### src/rtl/fifo_umbrales.sv
// Synchronous FIFO with sticky overflow/underflow error and two runtime-programmable
// occupancy thresholds (alto = almost-full, bajo = almost-empty).
module fifo_umbrales #(
  parameter int data_width    = 10,
  parameter int address_width = 3
) (
  input  logic                     clk,
  input  logic                     reset,
  input  logic [data_width-1:0]    FIFO_data_in,
  input  logic                     push,
  input  logic                     pop,
  input  logic [address_width-1:0] alto,
  input  logic [address_width-1:0] bajo,
  output logic [data_width-1:0]    FIFO_data_out,
  output logic                     valid_out,
  output logic                     full,
  output logic                     empty,
  output logic                     almost_full,
  output logic                     almost_empty,
  output logic                     error,
  output logic [address_width:0]   fifo_count
);

  localparam int depth = 2 ** address_width;
  localparam logic [address_width:0] depth_cnt = {1'b1, {address_width{1'b0}}};

  logic [data_width-1:0]    mem [depth];
  logic [address_width-1:0] wr_ptr;
  logic [address_width-1:0] rd_ptr;
  logic [address_width:0]   count;
  logic                     wr_acc;
  logic                     rd_acc;
  logic                     err_event;

  // Status comes only from the registered count, never from pointer equality.
  always_comb begin
    full         = (count == depth_cnt);
    empty        = (count == '0);
    almost_full  = (count >= {1'b0, alto});
    almost_empty = (count <= {1'b0, bajo});
    fifo_count   = count;
  end

  // A pop frees a slot when full, so push+pop on a full FIFO is accepted;
  // on empty there is no bypass and the pop is an underflow.
  always_comb begin
    wr_acc    = push & (~full | pop);
    rd_acc    = pop & ~empty;
    err_event = (push & full & ~pop) | (pop & empty);
  end

  always_ff @(posedge clk) begin
    if (wr_acc) begin
      mem[wr_ptr] <= FIFO_data_in;
    end
  end

  always_ff @(posedge clk or negedge reset) begin
    if (!reset) begin
      wr_ptr <= '0;
      rd_ptr <= '0;
      count  <= '0;
    end else begin
      if (wr_acc) begin
        wr_ptr <= wr_ptr + 1'b1;
      end
      if (rd_acc) begin
        rd_ptr <= rd_ptr + 1'b1;
      end
      case ({wr_acc, rd_acc})
        2'b10:   count <= count + 1'b1;
        2'b01:   count <= count - 1'b1;
        default: count <= count;
      endcase
    end
  end

  always_ff @(posedge clk or negedge reset) begin
    if (!reset) begin
      FIFO_data_out <= '0;
      valid_out     <= 1'b0;
    end else begin
      valid_out <= rd_acc;
      if (rd_acc) begin
        FIFO_data_out <= mem[rd_ptr];
      end
    end
  end

  always_ff @(posedge clk or negedge reset) begin
    if (!reset) begin
      error <= 1'b0;
    end else if (err_event) begin
      error <= 1'b1;
    end
  end

endmodule
### config.mk
export PLATFORM = sky130hd
export DESIGN_NAME = fifo_umbrales
export DESIGN_NICKNAME = d
export VERILOG_FILES = /design/src/rtl/fifo_umbrales.sv
export SDC_FILE = /design/constraint.sdc
export NUM_CORES = 1
export LEC_CHECK = 0
export CELL_PAD_IN_SITES_DETAIL_PLACEMENT = 1
export CELL_PAD_IN_SITES_GLOBAL_PLACEMENT = 1
export CORE_ASPECT_RATIO = 1.2
export CORE_MARGIN = 3
export CORE_UTILIZATION = 44
export CTS_BUF_LIST = sky130_fd_sc_hd__clkbuf_4 sky130_fd_sc_hd__clkbuf_8 sky130_fd_sc_hd__clkbuf_16
export DETAILED_ROUTE_END_ITERATION = 10
export PLACE_DENSITY = 0.82
export SKIP_LAST_GASP = 1
export SLEW_MARGIN = 25
export SYNTH_ARGS = -nofsm -noshare
export SYNTH_HDL_FRONTEND = slang
export SYNTH_SLANG_ARGS = --single-unit
### constraint.sdc
create_clock -name clk -period 3.2 [get_ports clk]
set_input_delay 0.64 -clock clk [delete_from_list [all_inputs] [get_ports clk]]
set_output_delay 0.64 -clock clk [all_outputs]
set_load 0.01 [all_outputs]
# Word level (Yosys, flattened, before mapping)

Memory sizes are Yosys's and may differ from the RTL's. A register that Yosys moved wholly into a read port is not among the register bits.
Index checks and enable logic that the tools add are counted.

Add/subtract/negate cells: 4
Order comparisons: 2
Equality and inequality tests: 3
Muxes and demuxes: 3
Bitwise operators: 10
Reductions and logical operators: 3

Operator list:

| operator              | number |
|---|---|
| $pmux W4 S2           | 1 |
| $add A3 B1 Y3 const B | 2 |
| $and A1 B1 Y1         | 5 |
| $add A4 B1 Y4 const B | 1 |
| $eq A4 B4 Y1 const B  | 1 |
| $ge A4 B3 Y1          | 1 |
| $le A4 B3 Y1          | 1 |
| $logic_not A4 Y1      | 1 |
| $sub A4 B1 Y4 const B | 1 |
| $not A1 Y1            | 3 |
| $eq A2 B1 Y1 const B  | 1 |
| $eq A2 B2 Y1 const B  | 1 |
| $mux W1               | 2 |
| $or A1 B1 Y1          | 2 |
| $reduce_bool A2 Y1    | 1 |
| $logic_not A1 Y1      | 1 |

Bits in registers: 12
Memory bits (writable): 80
Output and inout bits: 20
Word-level logic and storage cells: 31
Memories: 1

Memory list:

| name | depth | width | rd ports | clocked after memory_dff | wr ports | RTL line | text |
|---|---|---|---|---|---|---|---|
| mem  | 8     | 10    | 1        | 1                        | 1        | 27       | `logic [data_width-1:0] mem [depth];` |

# Depth between registers and ports, before layout

Depth in word-level cells: 6
Depth in mapped cells: 11
Gate-level depth less buffers: 10

# Least setup slack after synthesis

No wires, ideal clock.

Path type: register to register
Start: register count[3], in the netlist fifo_count[3]
End: memory mem[0][0] (enable)
Setup time: 404 ps
Arrival time: 2119 ps
Slack: 678 ps
Cell stages (with the launch flop): 6
Path buffers: 1
Clock period less this slack: 2522 ps
Cells stage by stage: dfrtp_1 -> clkbuf_2 -> nor2b_1 -> a21boi_2 -> inv_1 -> nor4_1

Longest elaborated chain between the ends: 6

Ends and longest elaborated chain:

| element                       | RTL line | text |
|---|---|---|
| start: declaration            | 30       | `logic [address_width:0] count;` |
| start signal: assignment      | 71       | `2'b10: count <= count + 1'b1;` |
| start signal: assignment      | 72       | `2'b01: count <= count - 1'b1;` |
| start signal: assignment      | 73       | `default: count <= count;` |
| $eq A4 B4 Y1                  | 37       | `full = (count == depth_cnt);` |
| $not A1 Y1                    | 47       | `wr_acc = push & (~full \| pop);` |
| $or A1 B1 Y1                  | 47       |  |
| $and A1 B1 Y1                 | 47       |  |
| $mux W1                       | 53       | `if (wr_acc) begin` |
| $mux W1 (implied by the code) | 54       | `mem[wr_ptr] <= FIFO_data_in;` |
| end: declaration              | 27       |  |

Every way passes these cells.

# Worst setup path in the final report

Start: input port alto[0]
End: output port almost_full

Longest elaborated chain between the ends: 1

Ends and longest elaborated chain:

| element            | RTL line | text |
|---|---|---|
| start: declaration | 12       | `input logic [address_width-1:0] alto,` |
| $ge A4 B3 Y1       | 39       | `almost_full = (count >= {1'b0, alto});` |
| end: declaration   | 18       | `output logic almost_full,` |

Every way passes these cells.

==> metrics.yaml <==
cells_and_area:
  fillers: 906
  fin_nets: 352
  multi_input_area_um2: 1190
  area_growth_pct: 17.33
  drive_gt1_frac: 0.1748
  diodes: 0
  register_area_um2: 2954
clocking:
  htreeDepth: 3
  cts-root-buf: "clkbuf_8"
  clk_pin_slew_ns: 0.09
  cts_sinks: 102
  clock_latency_ns: 0.36
  clockBufferDepth: 2
  cts_tree: "built"
  cts_buffers: 9
place:
  portBuffers: 39
  hpwl_mm: 5.493
  place_congestion: 0.7416
floorplanning:
  initial_core_util: 0.4617
  num_io_pins: 40
  die_area_um2: 10900
  core_um2: 9224
  die_x_um: 95.82
  die_h_um: 113.8
  rows: 38
sta:
  hold_ws_ns: 0.4866
  fmax_ghz: 0.3293
  finClkSkew_ns: 0.01190
  hold_violations: 0
  finalCritPeriodShare: 0.9490
  finalSetupTns_ns: 0
  slew_viol_final: 0
  rsz0062_at_grt: "no"
  max_slew_margin: 0.3071
  fin_crit_ns: 3.037
  setup_viol: 0
  max_slew.worst_pin.slew_ns: 1.037
yosys:
  synth-seq-cells: 102
  ys_seq_area_frac: 0.6933
  synth.top_cells.by_count: "edfxtp_1 (80), dfrtp_1 (22), mux2_2 (22)"
  syn-cell-area_um2: 4259
  synth_area_leaders: "edfxtp_1 (56%), dfrtp_1 (13%), mux2_2 (5.8%), mux2i_1 (4.7%), ha_1 (3.2%)"
  ys_types: 36
  syn_avg_cell_area_um2: 15.89
  synth_enable_flop_cells: 80
  synth_most_common_cell: "edfxtp_1"
  synth_top_area_frac: 0.5640
  synth-main-ff-cell: "edfxtp_1"
  syn-num-nets: 299
  synth_largest_area_cell: "edfxtp_1"
  ys_warn_count: 0
  syn_inst: 268
  synthArstFlopShare: 0.2157
power:
  peakVddDrop_mv: 0.3410
  p_leak_nw: 1.840
  p_per_area_nw_per_um2: 853.4
drt:
  vias: 2362
  ant_nets: 0
  drtIter0Drc: 159
  avgViaCountPerCell: 5.296
  drtPass1Iterations: 4
  postRouteWirelength_mm: 8.155
  wl_per_cell_um: 18.28
  drc: 0
worst_setup_path:
  path_class: "input port to primary output"
  worstPathArrival_ns: 2.40
  cp-start-kind: "input port"
  crit_required_ns: 2.56
  cp_max_fo: 1
  critPathCaptureType: "primary output"
global_route:
  grt_usage: 0.1628
  overflow: 0
  grt_max_degree: 34
  grt_pass1_vias: 2540
  grt_pass1_wl_mm: 13.00
  antenna_found_initial: 0
worst_hold_path:
  hp-class: "flip-flop to flip-flop"
run_status:
  status: "complete, no violations"
job:
  max_cap_viol_count: 0
[logic make-up after synthesis]
kind of cell | Yosys count | synth area share
compound gates | 42 | 0.07110
xor+xnor | 9 | 0.01851
fa+ha+maj | 11 | 0.03231
buf+inv | 17 | 0.02879
flops | 102 | 0.6933
mux | 42 | 0.1052
simple gates | 45 | 0.05082
[critical path, cell delays in order]
cell             delay (ns)
clkdlybuf4s50_1        0.40
ha_1                   0.29
nand2b_1               0.14
a21o_1                 0.17
a211o_1                0.28
clkdlybuf4s50_1        0.48
[routing by layer]
metal | vias to the layer above | track usage | wire [um]
met2 | 43 | 0.2931 | 4419
met4 | 0 | 0.06262 | 140
met1 | 1180 | 0.1910 | 3334
met3 | 11 | 0.02704 | 261
li1 | 1128 | - | -
met5 | - | 0 | 0
[worst paths after layout]
kind	start	to	slack (ns)	cells after the start
max in group asynchronous	reset	rd_ptr[0]	2.33	2
min in group asynchronous	reset	wr_ptr[0]	0.61	2
worst min-delay path	FIFO_data_out[5]	FIFO_data_out[5]	0.49	2
worst max register to register	fifo_count[2]	fifo_count[2]	0.39	10
worst max-delay path	alto[0]	almost_full	0.16	6
worst min register to register	FIFO_data_out[5]	FIFO_data_out[5]	0.49	2
[sequential cells by signal, summed over array words and instances, names as in the netlist]
signal / count
wr_ptr: 3
valid_out: 1
error: 1
mem: 80
rd_ptr: 3
fifo_count: 4
FIFO_data_out: 10
[timing repair]
action	in CTS	in global routing
buffers inserted	0	0
resized for setup	0	1
setup endpoints to repair	0	1
hold buffers	0	0
[layout by cell type, fill, tap and decap left out, drive strengths merged, types with 2 or more instances in the layout]
cell,instances
xnor2,4
xor2,5
dfrtp,22
o21ai,13
mux2,22
ha,11
nor3,5
clkdlybuf4s50,38
nand2,19
a221o,10
nor2b,4
a21oi,3
nor2,6
edfxtp,80
inv,10
mux2i,20
clkbuf,10
nand2b,5
nand3,2
clkinvlp,2
o22ai,10
a21o,2
buf,13
[where the power goes]
part           internal [mW]  leakage, nW  switching [mW]
Sequential              1.72        0.984           0.269
Combinational          0.792        0.766           0.732
Clock                  0.306       0.0904           0.440
[metrics by stage]
step,instances,power (mW),cell area [um^2],setup WS [ns],utilization
floorplan,268,2.983,4259,0.6779,-
detailed placement,430,3.569,4808,0.05430,0.5213
global route,446,4.537,4997,0.09418,0.5418
finish,446,4.265,4997,0.1632,0.5418
global placement,430,3.471,4808,0.1509,0.5213
CTS,446,4.326,4995,0.05253,0.5415
[area by class of cell]
cell class | count | share of cell area
clock inverter | 6 | 0.01102
clock buffer | 10 | 0.02629
multi-input combinational | 149 | 0.2381
timing repair buffer | 52 | 0.09815
tap | 120 | 0.03005
sequential | 102 | 0.5911
inverter | 7 | 0.005258
No activity file was read; power rests on OpenSTA's default activity.
